--- config.mk ---
export PLATFORM = sky130hd
export DESIGN_NAME = ppu_reg_if
export DESIGN_NICKNAME = d
export VERILOG_FILES = /design/src/rtl/ppu_reg_if.sv
export SDC_FILE = /design/constraint.sdc
export NUM_CORES = 1
export LEC_CHECK = 0
export CAP_MARGIN = 15
export CELL_PAD_IN_SITES_DETAIL_PLACEMENT = 2
export CELL_PAD_IN_SITES_GLOBAL_PLACEMENT = 2
export CORE_UTILIZATION = 36
export DETAILED_ROUTE_END_ITERATION = 16
export DONT_BUFFER_PORTS = 1
export PLACE_DENSITY = 0.79
export SLEW_MARGIN = 20
export SYNTH_ARGS = -nofsm -noshare
export SYNTH_HDL_FRONTEND = slang
export SYNTH_SLANG_ARGS = --single-unit
--- constraint.sdc ---
create_clock -name PPU_SLOW_CLOCK -period 1.86 [get_ports PPU_SLOW_CLOCK]
set_input_delay 0.093 -clock PPU_SLOW_CLOCK [delete_from_list [all_inputs] [get_ports PPU_SLOW_CLOCK]]
set_output_delay 0.093 -clock PPU_SLOW_CLOCK [all_outputs]
set_load 0.05 [all_outputs]
--- src/rtl/ppu_reg_if.sv ---
// CPU-facing PPU register block: $2000-$2007 decode, status flags, scroll and
// VRAM address latches, OAM/VRAM access strobes and the buffered $2007 read path.
module ppu_reg_if #(
    parameter int VADDR_W = 14
) (
    input  logic               PPU_SLOW_CLOCK,
    input  logic               RST,
    input  logic [2:0]         CPUA,
    input  logic [7:0]         CPUDI,
    output logic [7:0]         CPUDO,
    input  logic               RW,
    input  logic               CS,
    input  logic               VBLANK_START,
    input  logic               VBLANK_END,
    input  logic               SPR0_HIT,
    input  logic               SPR_OVF,
    output logic               NMI,
    output logic [7:0]         PPUCTL,
    output logic [7:0]         PPUMASK,
    output logic [7:0]         SCROLL_X,
    output logic [7:0]         SCROLL_Y,
    output logic [7:0]         OAM_ADDR,
    output logic [7:0]         OAM_WDATA,
    output logic               OAM_WE,
    input  logic [7:0]         OAM_RDATA,
    output logic [VADDR_W-1:0] VRAM_ADDR,
    output logic [7:0]         VRAM_WDATA,
    output logic               VRAM_WE,
    output logic               VRAM_RE,
    input  logic [7:0]         VRAM_RDATA
);

    typedef enum logic {IDLE = 1'b0, FILL = 1'b1} fill_state_t;

    fill_state_t        state_reg;
    logic [7:0]         cpudo_reg;
    logic [7:0]         ppuctl_reg;
    logic [7:0]         ppumask_reg;
    logic [7:0]         scroll_x_reg;
    logic [7:0]         scroll_y_reg;
    logic [7:0]         iol_reg;
    logic [7:0]         oa_reg;
    logic [7:0]         rb_reg;
    logic [VADDR_W-1:0] v_reg;
    logic               nmi_reg;
    logic               vbl_reg;
    logic               s0_reg;
    logic               ovf_reg;
    logic               w_reg;

    logic               wr;
    logic               rd;
    logic [7:0]         wr_sel;
    logic [7:0]         rd_sel;
    logic [VADDR_W-1:0] v_step;
    logic [7:0]         status;
    logic [7:0]         rd_data;

    assign wr = CS & ~RW;
    assign rd = CS & RW;

    for (genvar gi = 0; gi < 8; gi++) begin : g_sel
        assign wr_sel[gi] = wr & (CPUA == 3'(gi));
        assign rd_sel[gi] = rd & (CPUA == 3'(gi));
    end

    assign v_step = ppuctl_reg[2] ? VADDR_W'(32) : VADDR_W'(1);

    // A vblank edge landing on the status read is reported as clear; the flag still sets.
    assign status = {vbl_reg & ~VBLANK_START, s0_reg, ovf_reg, iol_reg[4:0]};

    always_comb begin
        rd_data = iol_reg;
        case (CPUA)
            3'd2:    rd_data = status;
            3'd4:    rd_data = OAM_RDATA;
            3'd7:    rd_data = (state_reg == FILL) ? VRAM_RDATA : rb_reg;
            default: rd_data = iol_reg;
        endcase
    end

    // Strobes are issued in the access cycle so a fetch's data is back in the very next cycle.
    assign OAM_WE     = wr_sel[4] & RST;
    assign OAM_WDATA  = OAM_WE ? CPUDI : 8'h00;
    assign OAM_ADDR   = oa_reg;
    assign VRAM_WE    = wr_sel[7] & RST;
    assign VRAM_RE    = rd_sel[7] & RST;
    assign VRAM_WDATA = VRAM_WE ? CPUDI : 8'h00;
    assign VRAM_ADDR  = v_reg;

    assign CPUDO    = cpudo_reg;
    assign NMI      = nmi_reg;
    assign PPUCTL   = ppuctl_reg;
    assign PPUMASK  = ppumask_reg;
    assign SCROLL_X = scroll_x_reg;
    assign SCROLL_Y = scroll_y_reg;

    always_ff @(posedge PPU_SLOW_CLOCK or negedge RST) begin
        if (!RST) begin
            state_reg    <= IDLE;
            cpudo_reg    <= 8'h00;
            ppuctl_reg   <= 8'h00;
            ppumask_reg  <= 8'h00;
            scroll_x_reg <= 8'h00;
            scroll_y_reg <= 8'h00;
            iol_reg      <= 8'h00;
            oa_reg       <= 8'h00;
            rb_reg       <= 8'h00;
            v_reg        <= '0;
            nmi_reg      <= 1'b0;
            vbl_reg      <= 1'b0;
            s0_reg       <= 1'b0;
            ovf_reg      <= 1'b0;
            w_reg        <= 1'b0;
        end else begin
            nmi_reg <= ppuctl_reg[7] & vbl_reg;

            if (VBLANK_END) begin
                vbl_reg <= 1'b0;
                s0_reg  <= 1'b0;
                ovf_reg <= 1'b0;
            end else begin
                if (VBLANK_START)   vbl_reg <= 1'b1;
                else if (rd_sel[2]) vbl_reg <= 1'b0;
                if (SPR0_HIT)       s0_reg  <= 1'b1;
                if (SPR_OVF)        ovf_reg <= 1'b1;
            end

            if (rd)        cpudo_reg   <= rd_data;
            if (wr)        iol_reg     <= CPUDI;
            if (wr_sel[0]) ppuctl_reg  <= CPUDI;
            if (wr_sel[1]) ppumask_reg <= CPUDI;

            if (wr_sel[3])      oa_reg <= CPUDI;
            else if (wr_sel[4]) oa_reg <= oa_reg + 8'd1;

            // $2005 and $2006 share one first/second-write toggle.
            if (rd_sel[2])                   w_reg <= 1'b0;
            else if (wr_sel[5] | wr_sel[6])  w_reg <= ~w_reg;

            if (wr_sel[5]) begin
                if (!w_reg) scroll_x_reg <= CPUDI;
                else        scroll_y_reg <= CPUDI;
            end

            if (wr_sel[6]) begin
                if (!w_reg) v_reg <= {CPUDI[VADDR_W-9:0], v_reg[7:0]};
                else        v_reg <= {v_reg[VADDR_W-1:8], CPUDI};
            end else if (wr_sel[7] | rd_sel[7]) begin
                v_reg <= v_reg + v_step;
            end

            case (state_reg)
                IDLE: begin
                    if (rd_sel[7]) state_reg <= FILL;
                end
                FILL: begin
                    rb_reg <= VRAM_RDATA;
                    if (!rd_sel[7]) state_reg <= IDLE;
                end
                default: state_reg <= IDLE;
            endcase
        end
    end

endmodule

-- Yosys cells after proc, flatten, opt, wreduce, memory -nomap -nowiden
Index checks and enable logic that the tools add are counted.
- flip-flop bits (word level): 84
- input port bits: 35
- output and inout bits: 82
- word-level logic and storage cells: 79
- $add $sub $neg: 2
- equality and inequality tests: 9
- mux-type cells: 20
- bitwise logic cells: 21
- reductions and logical operators: 11
- operators with widths (cell ; count):
    14-bit two-way mux ; 3
    8-bit two-way mux ; 5
    8-bit case mux with 3 select lines ; 1
    1-bit bitwise AND ; 16
    14-bit by 6-bit adder with 14-bit output ; 1
    3-bit == test, second input constant ; 4
    1-bit two-way mux ; 10
    2-bit nonzero test ; 5
    8-bit by 1-bit adder with 8-bit output, second input constant ; 1
    2-bit AND reduction ; 4
    3-bit by 2-bit == test with 1-bit output, second input constant ; 2
    6-bit two-way mux ; 1
    2-bit inequality test, second input constant ; 2
    3-bit by 1-bit == test with 1-bit output, second input constant ; 1
    3-bit zero test ; 1
    1-bit NOT ; 3
    3-bit nonzero test ; 1
    1-bit OR ; 2

-- Depth between registers and ports, before layout
Gate-level depths: netlist of the first run.
- depth in word-level cells: 6
- depth in mapped cells: 8
- depth with buffers taken out: 7

-- Worst setup path before layout of the first run
Ideal clock, no wire load.
- path kind: reg-to-reg
- from: register ppuctl_reg[2] (netlist: PPUCTL[2])
- to: register v_reg[7] (netlist: VRAM_ADDR[7])
- library setup time: 126 ps
- arrival: 1950 ps
- data required time: 1734 ps
- slack: -216 ps
- stages on the path, launching flop included: 6
- buffers on the path: 0
- period minus slack after synthesis: 2076 ps
- path through: dfrtp_1 > ha_1 > and4_1 > a22oi_1 > nor2_1 > a221o_1
- longest elaborated chain between the ends: 4
- ends and longest elaborated chain (what ; RTL line ; RTL):
    start: declaration ; 37 ; logic [7:0] ppuctl_reg;
    start signal: assignment ; 102 ; ppuctl_reg <= 8'h00;
    start signal: assignment ; 131 ; if (wr_sel[0]) ppuctl_reg <= CPUDI;
    6-bit two-way mux ; 67 ; assign v_step = ppuctl_reg[2] ? VADDR_W'(32) : VADDR_W'(1);
    14-bit by 6-bit adder with 14-bit output ; 150 ; v_reg <= v_reg + v_step;
    14-bit two-way mux ; 149 ; end else if (wr_sel[7] | rd_sel[7]) begin
    14-bit two-way mux ; 146 ; if (wr_sel[6]) begin
    end signal: assignment ; 147 ; if (!w_reg) v_reg <= {CPUDI[VADDR_W-9:0], v_reg[7:0]};
    end signal: assignment ; 148 ; else v_reg <= {v_reg[VADDR_W-1:8], CPUDI};
    end signal: assignment ; 150 ;
    end: declaration ; 44 ; logic [VADDR_W-1:0] v_reg;
Every way passes these cells. The select of a mux whose other input is x is not followed.
A chain may end at the register's enable or synchronous reset.

-- Worst setup path after layout of the first run
- from: register v_reg[5] (netlist: VRAM_ADDR[5])
- to: register v_reg[7] (netlist: VRAM_ADDR[7])
- longest elaborated chain between the ends: 3
- ends and longest elaborated chain (what ; RTL line):
    14-bit by 6-bit adder with 14-bit output ; 150
    14-bit two-way mux ; 149
    14-bit two-way mux ; 146
Every way passes these cells. The select of a mux whose other input is x is not followed.

==> qor.csv, run 1 <==
metric;value;unit
status;finished with violations;
violations;negative hold slack;
synth_top_area_share;50.4;%
track_usage;26.8;%
tns;0;ns
cts_made_buffers;9;
pwr-share-seq;47.8;%
async_flop_share;100;%
slew_headroom;61.4;%
die_x;110;um
fin_skew;0.0101;ns
synth_area_leaders;dfrtp_1, mux2_2, nand2_1, mux2_4, o21ai_0;
cts.hold.buffers_added;24;
fin_crit_sh;98.9;%
vias;3410;
cts_root_buf;clkbuf_16;
first_global_vias;3832;
synth.avg_cell_area;10.9;sq um
cts_buffer_depth;2;
p_sw_share;43.5;%
p_total;7.08;mW
cts_tree;yes;
pwr-share-clk;23.9;%
min_period;1.84;ns
area_growth;25.8;%
pwr-share-comb;28.3;%
report.final.slew_viol_count;0;
antenna_left;0;
reg2reg_setup_slack;0.02;ns
yosysSeqAreaShare;50.4;%
yosysMostFrequentCell;dfrtp_1;
hold_viol_final;84;
worstPathRequired;2.15;ns
yosysTopAreaCell;dfrtp_1;
first_pass_iters;4;
crit_fanout;7;
synth_top_flop_cell;dfrtp_1;
std_cell_rows;38;
viasPerCell;5.81;
grt_max_degree;95;
tightest_slew;0.577;ns
end_kind;register;
ys_ff_latch;84;
ys_warn_count;0;
io_buffers;0;
syn_inst;382;
grt_overflow_total;0;
drtIter0Drc;121;
initial_core_util;37.6;%
core_region_area;11100;sq um
synthTopCellsByCount;dfrtp_1, nand2_1, mux2_2;
cap_violations;0;
detailed_place_hpwl;9.43;mm
synth_edf_count;0;
p_sw;3.08;mW
internal_power;4.00;mW
synth.distinct_cells;51;
place_congestion;0.781;
drc;0;
rr_startpoint;VRAM_ADDR[5];
syn-cell-area;4170;sq um
layout-drive-gt1-share;29.3;%
antenna_found_initial;2;
synth_nets;421;
hp-class;input port to async pin;
instances_no_fill;587;
whs;-0.558;ns
r2r_cells;6;
ioPinCount;117;
routed_wl;15.2;mm
irDropWorstVdd;0.699;mV
wire_per_inst;25.9;um
cts_sinks;84;
r2r-end;VRAM_ADDR[7];
crit_type;register to register;
cp-start-kind;register;
placedCellCount;545;
antennaDiodeCount;0;
clkTransAtPathRegs;0.07;ns
die_h;110;um
finalSetupViolations;0;
nets;481;
dieArea;12000;sq um
htreeDepth;3;
clock.fmax;544;MHz
largest_reg_flops;14;
powerDensity;1350;nW/um^2
clock_latency;0.34;ns
critPathArrivalTime;2.12;ns
cellLeakagePower;2.35;nW
grt_pass1_wl;22.7;mm
finish.utilization;47.3;%
[placed cells by master, fill, tap and decap left out, types with 6 or more instances in the layout]
master | Yosys | final
dfrtp_1 | 84 | 81
nand2_1 | 49 | 49
mux2_2 | 41 | 41
buf_4 | 6 | 38
dlygate4sd3_1 | 0 | 24
o21ai_0 | 23 | 23
nor2_1 | 20 | 18
and2_1 | 14 | 14
and3_1 | 14 | 14
nand3_1 | 10 | 10
clkbuf_16 | 0 | 9
mux2_4 | 8 | 8
a21oi_1 | 8 | 8
buf_12 | 0 | 8
o22ai_1 | 7 | 7
inv_1 | 6 | 6
[power by group through the flow]
stage               combinational (mW)  clock (mW)  sequential, mW
global placement                  1.72           0            3.35
floorplan                        0.748           0            3.85
CTS                               1.90        1.74            3.36
finish                            2.00        1.70            3.38
detailed placement                1.81           0            3.39
global route                      2.12        1.80            3.43
[cell type report]
class                           instances  area [sq um]
Fill cell                            1148          5840
Sequential cell                        84          2110
Multi-Input combinational cell        271          1980
Timing Repair Buffer                   70           686
Clock buffer                           15           268
Tap cell                              140           175
Inverter                                6          22.5
Clock inverter                          1          7.51
[worst max-delay path by stage]
stage                          to  slack (ns)         start  cells past startpoint
floorplan            VRAM_ADDR[7]      -0.003     PPUCTL[2]                      5
global placement     VRAM_ADDR[7]        0.09     PPUCTL[2]                      5
detailed placement   VRAM_ADDR[7]       -0.02     PPUCTL[2]                      5
CTS                 VRAM_ADDR[13]       0.008     PPUCTL[2]                      6
global route         VRAM_ADDR[7]       -0.03  VRAM_ADDR[5]                      6
finish               VRAM_ADDR[7]        0.02  VRAM_ADDR[5]                      6
[per-layer routing]
metal	share of wire (%)	routed length, um	global-route usage, %	vias up
met5	0	0	0	-
met4	2.2	342	10.1	0
met3	8.5	1300	10.4	23
met2	50	7620	46.0	122
met1	39	5950	30.0	1768
li1	-	-	-	1497
[stage by stage]
| step | setup slack [ns] | instance area (sq um) |
|---|---|---|
| 2_1_floorplan | -0.00319 | 4180 |
| 3_3_place_gp | 0.0917 | 4680 |
| 3_5_place_dp | -0.0230 | 4680 |
| 4_1_cts | 0.00824 | 5190 |
| 5_1_grt | -0.0319 | 5240 |
| 6_report | 0.0210 | 5240 |
[cell families after synthesis]
group,Yosys count,synth area share (%)
muxes,51,14.4
and+or+nand+nor,133,17.3
xor gates and xnor gates,4,0.841
adders and majority gates,4,1.20
DFF,84,50.4
buffers and inverters,27,3.12
AOI/OAI and AO/OA,79,12.7
[worst max-delay path, stage by stage, from the launching register on]
cell and delay, ns:
dfrtp_2 0.43, ha_4 0.25, and4_4 0.19, a22oi_2 0.38
o21ai_0 0.17, a21oi_1 0.21, a221o_1 0.13
[repair_timing]
action                     4_1_cts  5_1_grt
hold endpoints to repair       163       84
resized for setup                2        5
setup endpoints to repair        3        7
pin swaps                        1        6
buffers inserted                 0        2
Note: power is estimated with default switching activity, not from simulation.
==> inputs of run 2 (changes only) <==
--- a/config.mk
+++ b/config.mk
@@ -8,10 +8,10 @@
 export CAP_MARGIN = 15
 export CELL_PAD_IN_SITES_DETAIL_PLACEMENT = 2
 export CELL_PAD_IN_SITES_GLOBAL_PLACEMENT = 2
-export CORE_UTILIZATION = 36
+export CORE_UTILIZATION = 40
 export DETAILED_ROUTE_END_ITERATION = 16
 export DONT_BUFFER_PORTS = 1
-export PLACE_DENSITY = 0.79
+export PLACE_DENSITY = 0.83
 export SLEW_MARGIN = 20
 export SYNTH_ARGS = -nofsm -noshare
 export SYNTH_HDL_FRONTEND = slang
==> constraint.sdc (replaced) <==
create_clock -name PPU_SLOW_CLOCK -period 2.4 [get_ports PPU_SLOW_CLOCK]
set_input_delay 0.12 -clock PPU_SLOW_CLOCK [delete_from_list [all_inputs] [get_ports PPU_SLOW_CLOCK]]
set_output_delay 0.12 -clock PPU_SLOW_CLOCK [all_outputs]
set_load 0.05 [all_outputs]
==> qor.csv, run 2 (synthesized netlist as in run 1, its figures left out) <==
metric;value;unit
status;finished clean;
slew_headroom;60.3;%
wire_per_inst;25.0;um
hp-class;input port to register;
clock.fmax;482;MHz
dieArea;10800;sq um
layout-drive-gt1-share;24.1;%
first_global_vias;3827;
grt_max_degree;85;
tightest_slew;0.596;ns
cellLeakagePower;2.19;nW
layout_common_cells;dfrtp_1, nand2_1, mux2_2, dlygate4sd3_1, buf_4;
pwr-share-clk;20.7;%
cts_sinks;84;
routed_wl;14.0;mm
htreeDepth;3;
cts_made_buffers;9;
cts_buffer_depth;2;
vias;3333;
finalWorstSetupSlack;0.325;ns
area_growth;17.2;%
worstPathRequired;2.65;ns
post_cts_buffers;0;
placedCellCount;518;
irDropWorstVdd;0.554;mV
crit_type;register to register;
hold_path_depth;3;
initial_core_util;41.9;%
core_region_area;9950;sq um
antenna_found_initial;0;
cts_root_buf;clkbuf_8;
ioPinCount;117;
clock_latency;0.37;ns
drc;0;
place_congestion;0.812;
clkTransAtPathRegs;0.11;ns
nets;461;
grt_pass1_wl;22.4;mm
drtIter0Drc;172;
hold_viol_final;0;
p_sw;2.34;mW
viasPerCell;5.95;
grt_overflow_total;0;
finish.utilization;49.1;%
critPathArrivalTime;2.32;ns
end_kind;register;
crit_fanout;7;
final_common_cell;dfrtp_1;
internal_power;2.73;mW
die_x;104;um
critical_path.cell_chain;ha_1 -> and4_1 -> a22oi_1 -> nor2_1 -> a221o_1;
p_sw_share;46.2;%
track_usage;27.2;%
std_cell_rows;36;
cp-start-kind;register;
grt_setup_unrepaired;no;
tns;0;ns
r2r_cells;5;
min_period;2.07;ns
pwr-share-comb;25.8;%
instances_no_fill;560;
cpMaxStageDelayCell;a22oi_1;
pwr-share-seq;53.5;%
report.final.slew_viol_count;0;
antennaDiodeCount;0;
max_stage_delay;0.44;ns
detailed_place_hpwl;8.97;mm
cap_violations;0;
pre_cts_slack;0.342;ns
p_total;5.07;mW
die_h;104;um
powerDensity;1040;nW/um^2
cts_tree;yes;
fin_skew;0.0221;ns
antenna_left;0;
ctsResizeCount;0;
largest_reg_flops;14;
io_buffers;0;
first_pass_iters;4;
cts.hold.buffers_added;26;
fin_crit_sh;86.4;%
finalSetupViolations;0;
==> run 2: worst max-delay path, delay by kind of cell, from the launching register on <==
kind            cells  cell delay, ns
simple gates        2            0.35
fa+ha+maj           1            0.36
flops               1            0.43
compound gates      2            0.82
==> run 2: power groups by stage <==
stage          Sequential [mW]  Combinational, mW  Clock, mW
2_1_floorplan             2.98              0.577          0
3_3_place_gp              2.71               1.14          0
3_5_place_dp              2.74               1.20          0
4_1_cts                   2.71               1.31       1.07
5_1_grt                   2.75               1.41       1.12
6_report                  2.71               1.31       1.05
==> run 2: path summary, 6_finish.rpt <==
check	endpoint	slack (ns)	from
setup / recovery	VRAM_ADDR[7]	0.33	PPUCTL[2]
hold / removal	CPUDO[0]	0.01	CPUA[2]
setup reg to reg	VRAM_ADDR[7]	0.33	PPUCTL[2]
hold reg to reg	iol_reg[1]	0.51	iol_reg[1]
max in group asynchronous	SCROLL_X[5]	1.72	RST
min in group asynchronous	CPUDO[4]	0.32	RST
==> run 2: cell type report <==
class / count / area (sq um)
fillers: 1023 / 5070
flip-flops and latches: 84 / 2100
multi-input cells: 271 / 1940
repair buffers: 50 / 458
well taps: 133 / 166
clock buffers: 10 / 128
clock inverters: 6 / 71.3
inverters: 6 / 22.5
==> run 2: through the flow <==
stage / hold slack [ns] / instance area (sq um)
after floorplan: -0.176 / 4170
after detailed placement: -0.173 / 4410
final: 0.0144 / 4880
after global routing: 0.0332 / 4880
after CTS: 0.00741 / 4880
after global placement: -0.173 / 4410
==> run 2: layer usage <==
layer	vias to the layer above	share of wire, %	track usage, %
li1	1470	-	-
met1	1716	40	31.8
met2	127	50	47.1
met3	20	8.3	8.71
met4	0	2.0	8.88
met5	-	0	0
==> inputs of run 3 (changes only) <==
--- a/config.mk
+++ b/config.mk
@@ -8,10 +8,11 @@
 export CAP_MARGIN = 15
 export CELL_PAD_IN_SITES_DETAIL_PLACEMENT = 2
 export CELL_PAD_IN_SITES_GLOBAL_PLACEMENT = 2
-export CORE_UTILIZATION = 40
+export CORE_UTILIZATION = 36
 export DETAILED_ROUTE_END_ITERATION = 16
 export DONT_BUFFER_PORTS = 1
-export PLACE_DENSITY = 0.83
+export GPL_ROUTABILITY_DRIVEN = 0
+export PLACE_DENSITY = 0.79
 export SLEW_MARGIN = 20
 export SYNTH_ARGS = -nofsm -noshare
 export SYNTH_HDL_FRONTEND = slang
==> constraint.sdc (replaced) <==
create_clock -name PPU_SLOW_CLOCK -period 1.7 [get_ports PPU_SLOW_CLOCK]
set_input_delay 0.085 -clock PPU_SLOW_CLOCK [delete_from_list [all_inputs] [get_ports PPU_SLOW_CLOCK]]
set_output_delay 0.085 -clock PPU_SLOW_CLOCK [all_outputs]
set_load 0.05 [all_outputs]
==> qor.csv, run 3 (synthesized netlist as in run 1, its figures left out) <==
metric;value;unit
io_buffers;0;
worstPathRequired;1.92;ns
tightest_slew;0.578;ns
grt_setup_unrepaired;yes;
internal_power;4.55;mW
antennaDiodeCount;0;
layout_common_cells;dfrtp_1, nand2_1, buf_4, mux2_2, dlygate4sd3_1;
report.final.slew_viol_count;0;
drc;0;
vias;3378;
powerDensity;1490;nW/um^2
grt_overflow_total;0;
drtIter0Drc;170;
cpMaxStageDelayCell;dfrtp_2;
core_region_area;11100;sq um
tns;-0.157;ns
pwr-share-clk;26.0;%
grt_max_degree;95;
wire_per_inst;25.2;um
cap_violations;0;
largest_reg_flops;14;
initial_core_util;37.6;%
antenna_left;0;
clkTransAtPathRegs;0.07;ns
routed_wl;14.9;mm
first_global_vias;3820;
area_growth;28.2;%
critPathArrivalTime;2.01;ns
pre_cts_slack;-0.151;ns
viasPerCell;5.73;
hp-class;input port to async pin;
die_h;110;um
cts_sinks;84;
cellLeakagePower;2.38;nW
finalWorstSetupSlack;-0.0883;ns
cp-start-kind;register;
htreeDepth;3;
first_pass_iters;4;
p_sw;3.41;mW
finalSetupViolations;3;
cts_buffer_depth;2;
final_common_cell;dfrtp_1;
cts_made_buffers;9;
end_kind;register;
fill_cells;1142;
max_stage_delay;0.45;ns
slew_headroom;61.3;%
irDropWorstVdd;0.862;mV
antenna_found_initial;0;
clock.fmax;559;MHz
pwr-share-comb;27.0;%
min_period;1.79;ns
hold_viol_final;84;
track_usage;26.4;%
crit_type;register to register;
pwr-share-seq;47.0;%
cts.hold.buffers_added;24;
detailed_place_hpwl;9.46;mm
cts_root_buf;clkbuf_16;
p_total;7.96;mW
dieArea;12000;sq um
violations;negative hold slack, negative setup slack;
fin_crit_sh;105;%
nets;484;
ioPinCount;117;
whs;-0.562;ns
cts_tree;yes;
p_sw_share;42.8;%
critical_path.cell_chain;ha_4 -> and4_1 -> a22oi_2 -> buf_4 -> o21ai_4 -> a21oi_2 -> a221o_1;
clock_latency;0.35;ns
crit_family;compound AO/OA/AOI/OAI gates;
grt_pass1_wl;23.1;mm
path_buf_inv;1;
status;finished with violations;
std_cell_rows;38;
layout-drive-gt1-share;32.4;%
die_x;110;um
fin_skew;0.0111;ns
crit_fanout;5;
[run 3: layout make-up]
type | count | area [sq um] | area share [%]
clock buffer | 11 | 253 | 4.73
clock inverter | 5 | 57.6 | 1.08
inverter | 6 | 22.5 | 0.421
multi-input combinational | 271 | 2020 | 37.7
sequential | 84 | 2110 | 39.5
tap | 140 | 175 | 3.28
timing repair buffer | 73 | 708 | 13.2
[run 3: metal layers]
layer | global-route usage (%) | vias to the layer above | part of all wire (%)
met5 | 0 | - | 0
met4 | 7.14 | 0 | 1.3
met3 | 8.18 | 12 | 6.9
met2 | 46.5 | 112 | 52
met1 | 31.1 | 1742 | 40
li1 | - | 1512 | -
[run 3: repair_timing]
| action | 4_1_cts | 5_1_grt |
|---|---|---|
| endpoints found under the hold margin | 163 | 84 |
| setup buffers | 3 | 0 |
| gates resized for setup | 4 | 5 |
| setup endpoints to repair | 4 | 9 |
| pin swaps | 2 | 6 |
[run 3: power by group through the flow]
stage | registers [mW] | clock network (mW) | logic [mW]
after CTS | 3.74 | 2.10 | 2.14
after global routing | 3.82 | 2.20 | 2.29
after detailed placement | 3.77 | 0 | 1.98
after floorplan | 4.24 | 0 | 0.860
final | 3.74 | 2.07 | 2.15
after global placement | 3.73 | 0 | 1.88
[run 3: per-stage QoR]
step | utilization (%) | instances | instance area, sq um
3_3_place_gp | 42.8 | 547 | 4740
3_5_place_dp | 42.8 | 547 | 4740
6_report | 48.2 | 590 | 5350
2_1_floorplan | - | 382 | 4230
4_1_cts | 48.1 | 590 | 5330
5_1_grt | 48.2 | 590 | 5350
[run 3: path summary, 6_finish.rpt]
kind / depth (start not counted) / endpoint / from / slack, ns
setup / recovery: 7 / VRAM_ADDR[7] / PPUCTL[2] / -0.09
hold / removal: 0 / iol_reg[3] / RST / -0.56
setup reg to reg: 7 / VRAM_ADDR[7] / PPUCTL[2] / -0.09
hold reg to reg: 1 / rb_reg[3] / rb_reg[3] / 0.50
max in group asynchronous: 0 / VRAM_ADDR[3] / RST / 2.10
min in group PPU_SLOW_CLOCK: 3 / vbl_reg / RW / 0.02
